[config.mk]
export PLATFORM = sky130hd
export DESIGN_NAME = mux_gate_pipe
export DESIGN_NICKNAME = d
export VERILOG_FILES = /design/src/rtl/mux_gate_pipe.sv
export SDC_FILE = /design/constraint.sdc
export NUM_CORES = 1
export LEC_CHECK = 0
export ABC_AREA = 1
export CAP_MARGIN = 20
export CORE_UTILIZATION = 55
export DETAILED_ROUTE_END_ITERATION = 8
export PLACE_DENSITY_LB_ADDON = 0.3
export SETUP_SLACK_MARGIN = 0.5
export SLEW_MARGIN = 10
export SYNTH_ARGS = -nofsm -noshare
export SYNTH_HDL_FRONTEND = slang
export SYNTH_SLANG_ARGS = --single-unit
[constraint.sdc]
create_clock -name clk -period 2.7 [get_ports clk]
set_input_delay 0.675 -clock clk [delete_from_list [all_inputs] [get_ports clk]]
set_output_delay 0.675 -clock clk [all_outputs]
set_load 0.01 [all_outputs]
[src/rtl/mux_gate_pipe.sv]
// -----------------------------------------------------------------------------
// mux_gate_pipe
//
// Two-stage valid/ready pipeline that applies one of eight bitwise logic
// functions to two WIDTH-bit operands. Every result bit is a 2:1 mux steered
// by operand A: y[i] = a[i] ? f(1, b[i]) : f(0, b[i]).
//
// Parameters:
//   WIDTH  operand/result width (>= 1)
//   CNT_W  width of the completed-transaction counter (>= 1)
//
// Ports:
//   clk        rising-edge clock
//   rst        asynchronous, active-high reset
//   in_valid   operand beat valid
//   in_ready   block can accept a beat this cycle
//   in_a       operand A (per-bit mux select)
//   in_b       operand B (per-bit mux data)
//   in_op      function select (0 AND, 1 OR, 2 NAND, 3 NOR, 4 XOR, 5 XNOR,
//              6 PASS_A, 7 NOT_A)
//   out_valid  result beat valid
//   out_ready  consumer accepts result this cycle
//   out_y      result
//   out_zero   registered flag, 1 when out_y == 0
//   out_op     opcode that produced out_y
//   done_cnt   wrapping count of consumed results (out_valid & out_ready)
//   out_parity XOR-reduction of out_y, registered with it
//              (present only when MUX_GATE_PIPE_PARITY_EN is defined)
//
// Optional feature macro: MUX_GATE_PIPE_PARITY_EN
// -----------------------------------------------------------------------------
module mux_gate_pipe #(
  parameter int unsigned WIDTH = 8,
  parameter int unsigned CNT_W = 16
) (
  input  logic             clk,
  input  logic             rst,
  input  logic             in_valid,
  output logic             in_ready,
  input  logic [WIDTH-1:0] in_a,
  input  logic [WIDTH-1:0] in_b,
  input  logic [2:0]       in_op,
  output logic             out_valid,
  input  logic             out_ready,
  output logic [WIDTH-1:0] out_y,
  output logic             out_zero,
  output logic [2:0]       out_op,
  output logic [CNT_W-1:0] done_cnt
`ifdef MUX_GATE_PIPE_PARITY_EN
  ,
  output logic             out_parity
`endif
);

  typedef enum logic [2:0] {
    OP_AND    = 3'd0,
    OP_OR     = 3'd1,
    OP_NAND   = 3'd2,
    OP_NOR    = 3'd3,
    OP_XOR    = 3'd4,
    OP_XNOR   = 3'd5,
    OP_PASS_A = 3'd6,
    OP_NOT_A  = 3'd7
  } op_e;

  // ---------------------------------------------------------------------------
  // Stage registers
  // ---------------------------------------------------------------------------
  logic             s1_valid;
  logic [WIDTH-1:0] s1_a;
  logic [WIDTH-1:0] s1_b;
  op_e              s1_op;

  logic             s2_valid;
  logic [WIDTH-1:0] s2_y;
  logic             s2_zero;
  op_e              s2_op;

  // ---------------------------------------------------------------------------
  // Handshake / advance control
  // ---------------------------------------------------------------------------
  logic s1_adv;
  logic s2_adv;
  logic accept;
  logic consume;

  assign s2_adv   = !s2_valid || out_ready;
  assign s1_adv   = !s1_valid || s2_adv;
  assign in_ready = s1_adv;
  assign accept   = in_valid && s1_adv;
  assign consume  = s2_valid && out_ready;

  // ---------------------------------------------------------------------------
  // Mux-form function evaluation on the S1 contents.
  // f0 is the value each bit takes when a[i] = 0, f1 when a[i] = 1.
  // ---------------------------------------------------------------------------
  logic [WIDTH-1:0] f0;
  logic [WIDTH-1:0] f1;
  logic [WIDTH-1:0] s1_y;

  always_comb begin
    f0 = '0;
    f1 = '0;
    case (s1_op)
      OP_AND: begin
        f0 = '0;
        f1 = s1_b;
      end
      OP_OR: begin
        f0 = s1_b;
        f1 = '1;
      end
      OP_NAND: begin
        f0 = '1;
        f1 = ~s1_b;
      end
      OP_NOR: begin
        f0 = ~s1_b;
        f1 = '0;
      end
      OP_XOR: begin
        f0 = s1_b;
        f1 = ~s1_b;
      end
      OP_XNOR: begin
        f0 = ~s1_b;
        f1 = s1_b;
      end
      OP_PASS_A: begin
        f0 = '0;
        f1 = '1;
      end
      OP_NOT_A: begin
        f0 = '1;
        f1 = '0;
      end
      default: begin
        f0 = '0;
        f1 = '0;
      end
    endcase
  end

  always_comb begin
    s1_y = '0;
    for (int unsigned i = 0; i < WIDTH; i++) begin
      s1_y[i] = s1_a[i] ? f1[i] : f0[i];
    end
  end

  // ---------------------------------------------------------------------------
  // Stage 1: operand capture. When S1 advances without a new beat it empties.
  // ---------------------------------------------------------------------------
  always_ff @(posedge clk or posedge rst) begin
    if (rst) begin
      s1_valid <= 1'b0;
      s1_a     <= '0;
      s1_b     <= '0;
      s1_op    <= OP_AND;
    end else if (s1_adv) begin
      s1_valid <= in_valid;
      if (accept) begin
        s1_a  <= in_a;
        s1_b  <= in_b;
        s1_op <= op_e'(in_op);
      end
    end
  end

  // ---------------------------------------------------------------------------
  // Stage 2: result register. Holds every field while stalled so the output
  // stays stable under back-pressure. The zero flag is derived from the S1
  // result, not from the output port.
  // ---------------------------------------------------------------------------
  always_ff @(posedge clk or posedge rst) begin
    if (rst) begin
      s2_valid <= 1'b0;
      s2_y     <= '0;
      s2_zero  <= 1'b1;
      s2_op    <= OP_AND;
    end else if (s2_adv) begin
      s2_valid <= s1_valid;
      s2_y     <= s1_y;
      s2_zero  <= ~|s1_y;
      s2_op    <= s1_op;
    end
  end

`ifdef MUX_GATE_PIPE_PARITY_EN
  logic s2_par;

  always_ff @(posedge clk or posedge rst) begin
    if (rst) begin
      s2_par <= 1'b0;
    end else if (s2_adv) begin
      s2_par <= ^s1_y;
    end
  end

  assign out_parity = s2_par;
`endif

  // ---------------------------------------------------------------------------
  // Completed-transaction counter, wraps silently.
  // ---------------------------------------------------------------------------
  always_ff @(posedge clk or posedge rst) begin
    if (rst) begin
      done_cnt <= '0;
    end else if (consume) begin
      done_cnt <= done_cnt + CNT_W'(1);
    end
  end

  assign out_valid = s2_valid;
  assign out_y     = s2_y;
  assign out_zero  = s2_zero;
  assign out_op    = s2_op;

endmodule

==> reports/metrics.cfg <==
[synthesis]
synth_top_family_by_area=simple AND/OR/NAND/NOR gates
synth_fa_ha_area_share_pct=0.501
synth_edf_count=0
ys_seq_area_share_pct=49.2
async_flop_share_pct=100
synth_seq_cells=49
synthSimpleGateAreaFrac_pct=29.9
muxShareOfSynthArea_pct=0
synth_top_area_share_pct=48.1
syn_inst=301
synth-xor-area-share_pct=5.26
yosys-top-cells-area=dfrtp_1 (48%), nand2_1 (9.3%), nand3_1 (5.6%), nor2_1 (4.8%), inv_1 (4.7%)
synth_area_per_cell_um2=8.29
netlist_top_cells_count=nand2_1 (62), dfrtp_1 (48), nor2_1 (32), inv_1 (31), nand3_1 (28)
yosysWarnings=0
synth_compound_area_share_pct=7.82
yosysMostFrequentCell=nand2_1
synth_cell_types=30
netlist_area_um2=2500
synth_ff_type=dfrtp_1
synth_top_cell_by_area=dfrtp_1
synth_fp_nets=325

[timing]
min_period_over_period_pct=78.6
final-hold-violation-count=0
worstMarginPinSlew_ps=448
finClkSkew_ps=8.38
setup_viol=0
slew_headroom_pct=70.1
fin_setup_tns_ps=0
setup_ws_ps=579
rsz0062_at_grt=no
period_needed_ps=2120
final_max_slew_viol_count=0
timing.fmax_mhz=471

[power]
peakVddDrop_mv=0.315
p_per_area_nw_per_um2=697
leakage_nw=1.52

[floorplan]
die_h_um=69.4
core_um2=4350
core.rowCount=24
die-area_um2=4810
initial_core_util_pct=57.3
ios=53
dieWidth_um=69.4

[worst_setup_path]
crit_family=buffers and inverters
cp-endpoint=in_ready
slowest_stage=dlygate4sd2_1
cp.arrival_ps=1450
cpPeakStageDelay_ps=290
cp.depth=4
crit_type=in -> out
crit_top_cell=dlygate4sd2_1
worstRegToRegCells=11
setup.worst_path.start=out_ready
cp-start-kind=input port
cp_max_fo=3
r2r_end=out_zero$_DFFE_PP1P_
cp.required_ps=2030
path_cells=dlygate4sd2_1 -> nor2_2 -> nand2_1 -> dlygate4sd2_1
path_buf_inv=2
end_kind=output pin
timing.rr.start=s1_op[0]$_DFFE_PP0P_
r2r_setup_slack_ps=810

[clocking]
clock_latency_ps=310
htreeDepth=2
clock-root-buffer=clkbuf_8
clock_sinks=49
cts_buffer_depth=2
cts_tree=yes
postCtsSetupBuffers=0
cts_hold_buffers=0
cts_made_buffers=5
clk_pin_slew_ps=90

[grt]
gr-total-overflow=0
track_usage_pct=24.8
grt_max_degree=40
antenna_found_initial=0
grt_pass1_wl_um=9550
grt_pass1_vias=2143

[detailed_routing]
routedWlPerCell_um=13.1
drt_pass1_iterations=5
vias=2179
wirelength_um=5340
drt-initial-drc-count=133
drc_errors=0
via_per_inst=5.33
postRouteAntennaNets=0

[place]
io_buffers=52
dp.final_hpwl_um=4040
preCtsSetupSlack_ps=134
gp_congestion=0.864

[layout]
area_growth_pct=26.3
drive_above_1_share_pct=10.4
antennaDiodeCount=0
nNetsFinal=380

[run]
drv_cap=0

[outcome]
status=finished clean

[worst_hold_path]
hold_path_class=reg -> reg

-- routing by layer --
| metal | global-route usage (%) | part of all wire, % |
|---|---|---|
| met5 | 0 | 0 |
| met3 | 5.38 | 6.2 |
| met2 | 41.6 | 51 |
| met1 | 30.3 | 41 |
| met4 | 11.8 | 1.7 |
-- cells by family (layout without fill, tap and decap cells) --
family / Yosys count / after routing
compound gates: 36 / 36
xor+xnor: 15 / 15
fa+ha+maj: 1 / 1
buf+inv: 45 / 101
flops: 49 / 49
simple gates: 155 / 155
-- cell usage in the layout, fill, tap and decap left out, types with 2 or more instances in the layout --
| cell | count |
|---|---|
| dfrtp_1 | 48 |
| nand3_1 | 28 |
| a31oi_1 | 4 |
| nand2_4 | 4 |
| buf_4 | 4 |
| nand4_1 | 14 |
| nor2_2 | 4 |
| xnor2_1 | 9 |
| xor2_1 | 6 |
| o21ai_1 | 2 |
| nand2_1 | 62 |
| o21ai_0 | 8 |
| clkbuf_8 | 5 |
| nor3_1 | 3 |
| a21oi_1 | 20 |
| clkdlybuf4s50_1 | 50 |
| clkinv_2 | 2 |
| inv_1 | 30 |
| nand3_2 | 3 |
| nor2_1 | 32 |
| dlygate4sd2_1 | 2 |
| inv_2 | 5 |
| nand2_2 | 2 |
-- state kept, by name, indices dropped and copies added, names as in the netlist --
register / cells
s1_b: 8
s1_valid: 1
s1_op: 3
out_op: 3
out_valid: 1
done_cnt: 16
s1_a: 8
out_zero: 1
out_y: 8
-- report_power, final --
part | internal [mW] | switching [mW] | leakage (nW) | total [mW]
Clock | 0.179 | 0.250 | 0.0439 | 0.429
Combinational | 0.361 | 0.409 | 0.896 | 0.770
Sequential | 0.872 | 0.127 | 0.585 | 1.00
Total | 1.41 | 0.787 | 1.52 | 2.20
-- repair_timing --
action / CTS / global route
gates resized for setup: 2 / 0
setup endpoints to repair: 1 / 0
hold endpoints to repair: 0 / 0
-- through the flow --
stage,cells,hold slack [ps],power [mW],util (%),area (um2)
detailed placement,401,467,1.78,70.5,3070
floorplan,301,440,1.45,-,2500
global placement,401,448,1.75,70.5,3070
CTS,409,487,2.20,72.4,3150
global route,409,501,2.34,72.4,3150
finish,409,484,2.20,72.4,3150
-- how the worst min path moves through the flow --
| stage | startpoint | end | cells after the start |
|---|---|---|---|
| after CTS | s1_valid$_DFFE_PP0N_ | out_valid$_DFFE_PP0P_ | 1 |
| final | s1_valid$_DFFE_PP0N_ | out_valid$_DFFE_PP0P_ | 1 |
| after global routing | s1_valid$_DFFE_PP0N_ | out_valid$_DFFE_PP0P_ | 1 |
| after floorplan | s1_valid$_DFFE_PP0N_ | out_valid$_DFFE_PP0P_ | 1 |
| after global placement | s1_valid$_DFFE_PP0N_ | out_valid$_DFFE_PP0P_ | 1 |
| after detailed placement | s1_valid$_DFFE_PP0N_ | out_valid$_DFFE_PP0P_ | 1 |
-- worst register-to-register path, cell delays in order (launching register included) --
cell and delay (ps):
dfrtp_1 550, inv_4 230, nand2_4 120, nand2_4 160, nand2_8 90, inv_1 100
nand2_1 50, nand3_1 150, nand2_1 70, nor2_1 110, nand3_1 90, o21bai_2 130
-- final cells by class --
class,count,area (um2)
multi-input cells,207,1080
repair buffers,56,548
clock inverters,3,17.5
clock buffers,5,68.8
fillers,345,1200
inverters,37,141
flip-flops and latches,49,1230
well taps,52,65.1
No activity file was read; power rests on OpenSTA's default activity.
